$ cat config.mk
export PLATFORM = sky130hd
export DESIGN_NAME = ssd_scan_driver
export DESIGN_NICKNAME = d
export VERILOG_FILES = /design/src/rtl/ssd_pkg.sv /design/src/rtl/ssd_glyph_rom.sv /design/src/rtl/ssd_scan_driver.sv
export SDC_FILE = /design/constraint.sdc
export NUM_CORES = 1
export LEC_CHECK = 0
export ABC_AREA = 1
export CORE_MARGIN = 4
export CORE_UTILIZATION = 55
export CTS_BUF_LIST = sky130_fd_sc_hd__clkbuf_8
export CTS_CLUSTER_SIZE = 16
export DETAILED_ROUTE_END_ITERATION = 16
export GPL_TIMING_DRIVEN = 0
export PLACE_DENSITY_LB_ADDON = 0.08
export SYNTH_ARGS = -nofsm -noshare
export SYNTH_HDL_FRONTEND = slang
export SYNTH_HIERARCHICAL = 1
export SYNTH_SLANG_ARGS = --single-unit
$ cat constraint.sdc
create_clock -name clk -period 2.3 [get_ports clk]
set_clock_uncertainty 0.1 [all_clocks]
set_input_delay 0.46 -clock clk [delete_from_list [all_inputs] [get_ports clk]]
set_output_delay 0.46 -clock clk [all_outputs]
set_load 0.02 [all_outputs]
$ cat src/rtl/ssd_pkg.sv
// Shared seven-segment definitions: segment bit positions, all-dark value, hex glyph table.
package ssd_pkg;

  // seg = {a,b,c,d,e,f,g,dp}, active low
  localparam int SEG_A_BIT  = 7;
  localparam int SEG_G_BIT  = 1;
  localparam int SEG_DP_BIT = 0;

  localparam logic [7:0] SEG_DARK = 8'hFF;

  // Active-low {a..g} pattern for a hex code (0-9, A, b, C, d, E, F)
  function automatic logic [6:0] glyph(input logic [3:0] code);
    logic [6:0] g;
    case (code)
      4'h0: g = 7'b0000001;
      4'h1: g = 7'b1001111;
      4'h2: g = 7'b0010010;
      4'h3: g = 7'b0000110;
      4'h4: g = 7'b1001100;
      4'h5: g = 7'b0100100;
      4'h6: g = 7'b0100000;
      4'h7: g = 7'b0001111;
      4'h8: g = 7'b0000000;
      4'h9: g = 7'b0000100;
      4'hA: g = 7'b0001000;
      4'hB: g = 7'b1100000;
      4'hC: g = 7'b0110001;
      4'hD: g = 7'b1000010;
      4'hE: g = 7'b0110000;
      default: g = 7'b0111000;
    endcase
    return g;
  endfunction

endpackage

$ cat src/rtl/ssd_glyph_rom.sv
// Combinational hex-to-segment decode with decimal point (active-low outputs).
module ssd_glyph_rom
  import ssd_pkg::*;
(
  input  logic [3:0] code,
  input  logic       dp,
  output logic [7:0] seg
);

  // Glyph bits from the shared table, dp lit when requested
  always_comb begin
    seg = SEG_DARK;
    seg[SEG_A_BIT:SEG_G_BIT] = glyph(code);
    seg[SEG_DP_BIT] = ~dp;
  end

endmodule

$ cat src/rtl/ssd_scan_driver.sv
// Multiplexed seven-segment scan driver with shadowed display data applied at frame boundaries.
module ssd_scan_driver
  import ssd_pkg::*;
#(
  parameter int NUM_DIGITS  = 4,
  parameter int REFRESH_DIV = 100000,
  parameter int DEAD_CYCLES = 2,
  parameter int BLINK_DIV   = 25000000
) (
  input  logic                    clk,
  input  logic                    rst,
  input  logic                    load,
  input  logic [4*NUM_DIGITS-1:0] digits,
  input  logic [NUM_DIGITS-1:0]   dp_mask,
  input  logic [NUM_DIGITS-1:0]   blank_mask,
  input  logic [NUM_DIGITS-1:0]   blink_mask,
  input  logic                    lzs_en,
  output logic [NUM_DIGITS-1:0]   an,
  output logic [7:0]              seg,
  output logic                    load_ack,
  output logic                    frame_tick
);

  localparam int SW = $clog2(REFRESH_DIV);
  localparam int IW = $clog2(NUM_DIGITS);
  localparam int BW = (BLINK_DIV > 1) ? $clog2(BLINK_DIV) : 1;

  logic [SW-1:0] slot_cnt;
  logic [IW-1:0] idx;
  logic [BW-1:0] blink_cnt;
  logic          phase;
  logic          pending;

  logic [4*NUM_DIGITS-1:0] shd_digits, act_digits;
  logic [NUM_DIGITS-1:0]   shd_dp, shd_blank, shd_blink;
  logic [NUM_DIGITS-1:0]   act_dp, act_blank, act_blink;
  logic                    shd_lzs, act_lzs;

  logic slot_last, idx_last, frame_end, blink_last;

  assign slot_last  = (slot_cnt == SW'(REFRESH_DIV - 1));
  assign idx_last   = (idx == IW'(NUM_DIGITS - 1));
  assign frame_end  = slot_last & idx_last;
  assign blink_last = (blink_cnt == BW'(BLINK_DIV - 1));
  assign frame_tick = frame_end;

  // Slot counter and digit index scan
  always_ff @(posedge clk or negedge rst) begin
    if (!rst) begin
      slot_cnt <= '0;
      idx      <= '0;
    end else if (slot_last) begin
      slot_cnt <= '0;
      idx      <= idx_last ? '0 : idx + 1'b1;
    end else begin
      slot_cnt <= slot_cnt + 1'b1;
    end
  end

  // Free-running blink phase
  always_ff @(posedge clk or negedge rst) begin
    if (!rst) begin
      blink_cnt <= '0;
      phase     <= 1'b0;
    end else if (blink_last) begin
      blink_cnt <= '0;
      phase     <= ~phase;
    end else begin
      blink_cnt <= blink_cnt + 1'b1;
    end
  end

  // Shadow capture on load; shadow moves to active only at a frame boundary.
  // A load in the boundary cycle itself is held for the next boundary.
  always_ff @(posedge clk or negedge rst) begin
    if (!rst) begin
      shd_digits <= '0;
      shd_dp     <= '0;
      shd_blank  <= '1;
      shd_blink  <= '0;
      shd_lzs    <= 1'b0;
      act_digits <= '0;
      act_dp     <= '0;
      act_blank  <= '1;
      act_blink  <= '0;
      act_lzs    <= 1'b0;
      pending    <= 1'b0;
      load_ack   <= 1'b0;
    end else begin
      if (frame_end && pending) begin
        act_digits <= shd_digits;
        act_dp     <= shd_dp;
        act_blank  <= shd_blank;
        act_blink  <= shd_blink;
        act_lzs    <= shd_lzs;
      end
      if (load) begin
        shd_digits <= digits;
        shd_dp     <= dp_mask;
        shd_blank  <= blank_mask;
        shd_blink  <= blink_mask;
        shd_lzs    <= lzs_en;
      end
      pending  <= load | (pending & ~frame_end);
      load_ack <= frame_end & pending;
    end
  end

  logic [NUM_DIGITS-1:0] lead_zero;
  logic                  zero_run;

  // Digits at or above a position that are all zero form the suppressible leading run
  always_comb begin
    lead_zero = '0;
    zero_run  = 1'b1;
    for (int i = NUM_DIGITS - 1; i >= 1; i--) begin
      zero_run     = zero_run & (act_digits[4*i +: 4] == 4'h0);
      lead_zero[i] = zero_run;
    end
  end

  logic [3:0] cur_code;
  logic [7:0] glyph_seg;
  logic       digit_on, in_dead;

  assign cur_code = act_digits[{idx, 2'b00} +: 4];
  assign in_dead  = (slot_cnt < SW'(DEAD_CYCLES));
  assign digit_on = ~act_blank[idx] & ~(phase & act_blink[idx]) & ~(act_lzs & lead_zero[idx]);

  ssd_glyph_rom u_rom (
    .code (cur_code),
    .dp   (act_dp[idx]),
    .seg  (glyph_seg)
  );

  logic [NUM_DIGITS-1:0] an_d;
  logic [7:0]            seg_d;

  // Next anode/segment drive: dark in blanking cycles or when the digit is disabled
  always_comb begin
    an_d  = '1;
    seg_d = SEG_DARK;
    if (!in_dead && digit_on) begin
      an_d  = ~({{(NUM_DIGITS-1){1'b0}}, 1'b1} << idx);
      seg_d = glyph_seg;
    end
  end

  // Registered display outputs
  always_ff @(posedge clk or negedge rst) begin
    if (!rst) begin
      an  <= '1;
      seg <= SEG_DARK;
    end else begin
      an  <= an_d;
      seg <= seg_d;
    end
  end

endmodule

Yosys cells after proc, flatten, opt, wreduce, memory -nomap -nowiden
Memory sizes are Yosys's and may differ from the RTL's.
Cells that the tools add are included.
- memory bits (read-only): 112
- memories kept: 1
- register bits: 117
- shift operators: 2
- $add $sub $neg: 3
- bitwise logic cells: 17
- magnitude comparators: 2
- reductions and logical operators: 6
- equal/unequal tests: 3
- multiplexer cells: 13
- memory list (memory ; depth ; width ; read ports ; clocked after Yosys merged registers in ; wr ports ; line ; source):
    (name not given) ; 16 ; 7 ; 1 ; 0 ; 0 ; ssd_pkg.sv:14 ; case (code)
- operators by type and width (operator ; count):
    $add A25 B1 Y25 const B ; 1
    $eq A25 B25 Y1 const B ; 1
    $mux W25 ; 1
    $add A17 B1 Y17 const B ; 1
    $eq A17 B17 Y1 const B ; 1
    $lt A17 B2 Y1 const B ; 1
    $mux W17 ; 1
    $shiftx A16 B5 Y4 ; 1
    $logic_not A4 Y1 ; 3
    $and A1 B1 Y1 ; 9
    $bmux W1 S2 ; 4
    $mux W8 ; 1
    $not A1 Y1 ; 6
    $mux W1 ; 4
    $mux W4 ; 1
    $not A4 Y4 ; 1
    $shl A1 B2 Y4 const A ; 1
    $lt A2 B3 Y1 const B ; 1
    $add A2 B1 Y2 const B ; 1
    $eq A2 B2 Y1 const B ; 1
    $logic_and A1 B1 Y1 ; 2
    $mux W2 ; 1
    $logic_not A1 Y1 ; 1
    $or A1 B1 Y1 ; 1

Longest topological paths before layout
- depth in word-level cells: 10
- depth in mapped cells: 13
- mapped depth without buffers: 12

Cells and area by module
The synthesis kept the hierarchy.
- modules (own cells, without submodules) (module ; area each (um^2) ; cells each ; sequential area each (um^2) ; times used):
    ssd_scan_driver ; 5964.5 ; 709 ; 2952.8 ; 1
    ssd_glyph_rom ; 277.8 ; 50 ; 0.0 ; 1

Worst setup path after synthesis
Ideal clock, no wire load.
- kind: register to register
- start: register idx[1]
- end: register seg[4]
- path buffers: 1
- slack: 0.126 ns
- data required time: 2.107 ns
- data arrival time: 1.982 ns
- library setup time: 0.093 ns
- period minus slack after synthesis: 2.174 ns
- cell stages (with the launch flop): 12
- cell sequence: dfrtp_1 > inv_1 > clkbuf_1 > o21ai_0 > o22ai_1 > inv_1 > ha_1 > nand2_1 > nand3_1 > nand2_1 > inv_1 > nand4_1
- elaborated cells on any way between the ends: 17
- those cells by class: shift: 1; mux: 7; bitwise: 7; reduce/logical: 1; memory: 1
- RTL lines (element ; line ; source):
    start, declared ; ssd_scan_driver.sv:29 ; logic [IW-1:0] idx;
    start signal, assigned ; ssd_scan_driver.sv:54 ; idx <= idx_last ? '0 : idx + 1'b1;
    $shiftx A16 B5 Y4 ; ssd_scan_driver.sv:126 ; assign cur_code = act_digits[{idx, 2'b00} +: 4];
    named net cur_code[0] ; ssd_scan_driver.sv:122 ; logic [3:0] cur_code;
    $mem_v2 Z16 W7 ; n/a ;
    named net glyph_seg[4] ; ssd_scan_driver.sv:123 ; logic [7:0] glyph_seg;
    $mux W8 ; ssd_scan_driver.sv:143 ; if (!in_dead && digit_on) begin
    named net seg_d[4] ; ssd_scan_driver.sv:137 ; logic [7:0] seg_d;
    end signal, assigned ; ssd_scan_driver.sv:156 ; seg <= seg_d;
    end, declared ; ssd_scan_driver.sv:19 ; output logic [7:0] seg,
The timed path passes the listed nets, and every way through them passes these cells. The select of a mux whose other input is x is not followed.
A chain may end at the register's enable or synchronous reset.

Worst setup path after layout
- start: register slot_cnt[13]
- end: output frame_tick
- word-level cells in the longest chain between the ends: 2
- ends and longest elaborated chain (element ; line ; source):
    start, declared ; ssd_scan_driver.sv:28 ; logic [SW-1:0] slot_cnt;
    start signal, assigned ; ssd_scan_driver.sv:56 ; slot_cnt <= slot_cnt + 1'b1;
    $eq A17 B17 Y1 ; ssd_scan_driver.sv:41 ; assign slot_last = (slot_cnt == SW'(REFRESH_DIV - 1));
    $and A1 B1 Y1 ; ssd_scan_driver.sv:43 ; assign frame_end = slot_last & idx_last;
    end, declared ; ssd_scan_driver.sv:21 ; output logic frame_tick
No other way between the ends.

==> summary.txt <==
Synth
  • Post-synth EDFFs: 0
  • Async set or reset register ratio after synthesis: 100%
  • Portion of the post-synthesis area used by sequential elements: 47.3%
  • Most frequent cell after synthesis: nand2_1
  • Dominant cell type by area after synthesis: dfrtp_1
  • Yosys synthesis warning count: 6
  • List of most frequent post-synthesis cells: nand2_1, inv_1, dfrtp_1
  • Top_reg_cell synth: dfrtp_1
  • Post-synth top area share: 38.9%
  • Gate count of the mapped netlist: 759
  • Flip-flop and latch count after synthesis: 117
  • Post-synthesis average cell area: 8.22 sq um
  • Syn Std Cell Area: 6240 sq um
  • Leading cell types by total area after synthesis: dfrtp_1, nand2_1, dfstp_2
  • Number of unique standard cell types used by synthesis: 35
  • Net count after synthesis: 804

Power and ir drop
  • Cell internal power dissipation: 3.46 mW
  • Proportion of power drawn by the clock network: 48.4%
  • Sw Pwr: 1.01 mW
  • Fraction of power consumed by combinational cells: 3.7%
  • PwrDens: 590 nW/um^2
  • Sequential power share: 47.9%
  • Leakage: 3.55 nW
  • Power after layout: 4.47 mW
  • Switching fraction of total power: 22.6%
  • IR Drop Worst-Case VDD: 0.000729 V

Final layout
  • Ant. Diodes: 0
  • Growth of design area from synthesis to finish: 21.4%
  • Number of standard cells in the layout, taps in and fillers out: 999
  • Number of nets in the layout: 891
  • Fill count: 870
  • Fraction of layout instances using a drive strength above 1: 17.5%

Min path
  • HP Class: input pin to asynchronous set/reset pin

Worst setup path
  • Slowest library cell on the worst path: dfrtp_1
  • CP Data Required Time: 1740 ps
  • Category of the worst setup path launch point: register
  • Largest stage delay on the critical path: 420 ps
  • Most prevalent standard cell on the critical path: nor2_4
  • Path type of the worst setup path: register to output port
  • Kind of cell adding the most delay to the critical path: simple AND/OR/NAND/NOR gates
  • WP data arrival: 1660 ps
  • Cell Chain, Critical Path: nor2_2, nand2_2, nor2_4, nand3_4, nor2_4, buf_6
  • Category of the worst setup path capture point: output port
  • Crit path buf inv count: 1
  • Crit Path Max Fanout: 4

Die
  • Die height: 115 um
  • Top Ports: 46
  • Floorplan die area: 13100 sq um
  • Area of the core region: 11000 sq um
  • Starting density of the core: 56.8%
  • Horiz. Die Dim: 115 um
  • Number of cell rows: 38

Timing
  • Number of hold violations in the final report: 0
  • Share of the cycle needed by the critical path after routing: 96.6%
  • Time the worst path needs with I/O delays and setup: 2220 ps
  • Worst slew margin relative to its limit: 60.1%
  • Worst-margin pin slew: 599 ps
  • Final Max Slew Viols: 0
  • F_max: 0.450 GHz
  • Total of endpoints with negative setup slack in the final report: 0

Detailed routing
  • Ratio of routed vias to standard cells: 5.15
  • Residual DRC: 0
  • Via count: 5146
  • Antenna viol nets, final: 0
  • Wire per inst: 14.1 um
  • Wire length after detailed routing: 14100 um
  • Number of optimization iterations in the first detailed-route pass: 5
  • Initial detailed-routing violation count: 370

Clock network
  • Cell at the root of the clock tree: clkbuf_8
  • Skew-Pair Late Insertion Delay: 450 ps
  • Number of buffers created by CTS: 17
  • Clock slew seen by the registers of the worst setup and hold paths: 70 ps
  • # clock sinks: 117
  • Number of H-tree levels: 4
  • Maximum number of buffers from clock root to sink: 2
  • CTS tree: yes

Global route
  • Maximum number of pins on one net before global-route repair: 95
  • Number of antenna violations at the first check in global routing: 0
  • Number of global-route vias before repair: 5134
  • Global route overflow: 0
  • Overall routing resource usage: 23.3%
  • First-pass GRT wire length: 24200 um

Placement
  • Count of buffers inserted at the top-level ports: 44
  • GPL Wtd Cong: 0.889
  • Placed cells: 944
  • Detail Placement HPWL: 10000 um

Outcome
  • Outcome: completed

Job
  • Max Cap Viol: 0
power groups by stage:
| stage | logic [mW] | registers, mW | clock network [mW] |
|---|---|---|---|
| after detailed placement | 0.168 | 2.18 | 0 |
| after CTS | 0.171 | 2.14 | 2.19 |
| after global placement | 0.155 | 2.18 | 0 |
| after floorplan | 0.0611 | 2.17 | 0 |
| after global routing | 0.183 | 2.15 | 2.29 |
| final | 0.165 | 2.14 | 2.16 |
timing repair:
item,in CTS,in global routing
resized for setup,17,13
hold endpoints to repair,21,0
hold buffers,1,0
buffers inserted,13,11
pin swaps,6,6
setup endpoints to repair,8,8
routing by layer:
metal / share of wire [%] / vias up / global-route usage [%]
met5: 0 / - / 0
met4: 2.2 / 0 / 9.26
met3: 4.6 / 25 / 4.92
met2: 48 / 134 / 38.3
met1: 45 / 2392 / 30.1
li1: - / 2595 / -
final cells by class:
type | count | area [sq um] | share of cell area, %
Sequential cell | 117 | 2960 | 39.0
Clock inverter | 13 | 194 | 2.56
Buffer | 23 | 133 | 1.75
Clock buffer | 19 | 262 | 3.45
Tap cell | 140 | 175 | 2.31
Timing Repair Buffer | 70 | 661 | 8.72
Multi-Input combinational cell | 512 | 2800 | 36.9
Inverter | 105 | 402 | 5.30
layout by cell type (no fill, tap or decap), types with 2 or more instances in the layout:
cell / synthesis / routed
a21oi_1: 14 / 12
a21oi_2: 0 / 2
and2_1: 2 / 2
buf_2: 12 / 10
buf_4: 0 / 25
buf_6: 4 / 5
bufinv_16: 0 / 4
clkbuf_1: 9 / 7
clkbuf_4: 0 / 2
clkbuf_8: 0 / 19
clkdlybuf4s50_1: 0 / 42
clkinv_4: 0 / 2
clkinvlp_4: 0 / 6
dfrtp_1: 97 / 94
dfrtp_2: 0 / 3
dfstp_2: 20 / 20
ha_1: 13 / 12
inv_1: 103 / 100
inv_2: 1 / 3
inv_6: 0 / 3
mux2_2: 29 / 29
nand2_1: 170 / 169
nand2_2: 1 / 2
nand3_1: 74 / 74
nand3b_1: 2 / 2
nand4_1: 22 / 22
nor2_1: 93 / 90
nor2_2: 2 / 4
nor2_4: 1 / 2
nor3_1: 12 / 12
o211ai_1: 2 / 2
o21ai_0: 16 / 14
o21ai_1: 2 / 4
o21bai_1: 30 / 30
xnor2_1: 2 / 2
xor2_1: 17 / 17
logic make-up (layout without fill, tap and decap cells):
family | count (synthesis) | in the layout | synth area share, %
AO/OA/AOI/OAI | 66 | 66 | 6.65
XOR/XNOR | 19 | 19 | 2.67
adder cells (fa/ha/maj) | 13 | 13 | 2.61
buffers and inverters | 130 | 230 | 8.54
flip-flops | 117 | 117 | 47.3
multiplexers | 29 | 29 | 5.23
AND/OR/NAND/NOR | 385 | 385 | 27.0
final timing paths:
| check | from | endpoint | depth (start not counted) | slack (ps) |
|---|---|---|---|---|
| worst max-delay path | slot_cnt[13] | frame_tick | 6 | 80 |
| worst min-delay path | rst | slot_cnt[13] | 2 | 340 |
| worst max register to register | idx[0] | seg[2] | 13 | 130 |
| worst min register to register | shd_blank[0] | act_blank[0] | 2 | 380 |
| max in group asynchronous | rst | act_blank[3] | 3 | 1010 |
| min in group clk | shd_blank[0] | act_blank[0] | 2 | 380 |
state kept, by name, summed over array words and instances (netlist names), 2 cells and up:
| name | flops |
|---|---|
| blink_cnt | 25 |
| slot_cnt | 17 |
| act_digits | 16 |
| shd_digits | 16 |
| seg | 8 |
| act_blank | 4 |
| act_blink | 4 |
| act_dp | 4 |
| an | 4 |
| shd_blank | 4 |
| shd_blink | 4 |
| shd_dp | 4 |
| idx | 2 |
stage by stage:
step                      area [sq um]  utilization, %  hold WS (ps)  TNS (ps)  setup slack [ps]
after floorplan                   6240               -          64.4         0               126
after global placement            6860            62.4           349   -412860             -3760
after detailed placement          6890            62.7           232     -2660              -407
after CTS                         7470            68.1           326     -4.22             -4.22
after global routing              7580            69.0           333     -13.9             -11.9
final                             7580            69.0           337         0              77.9
Note: power is estimated with default switching activity, not from simulation.
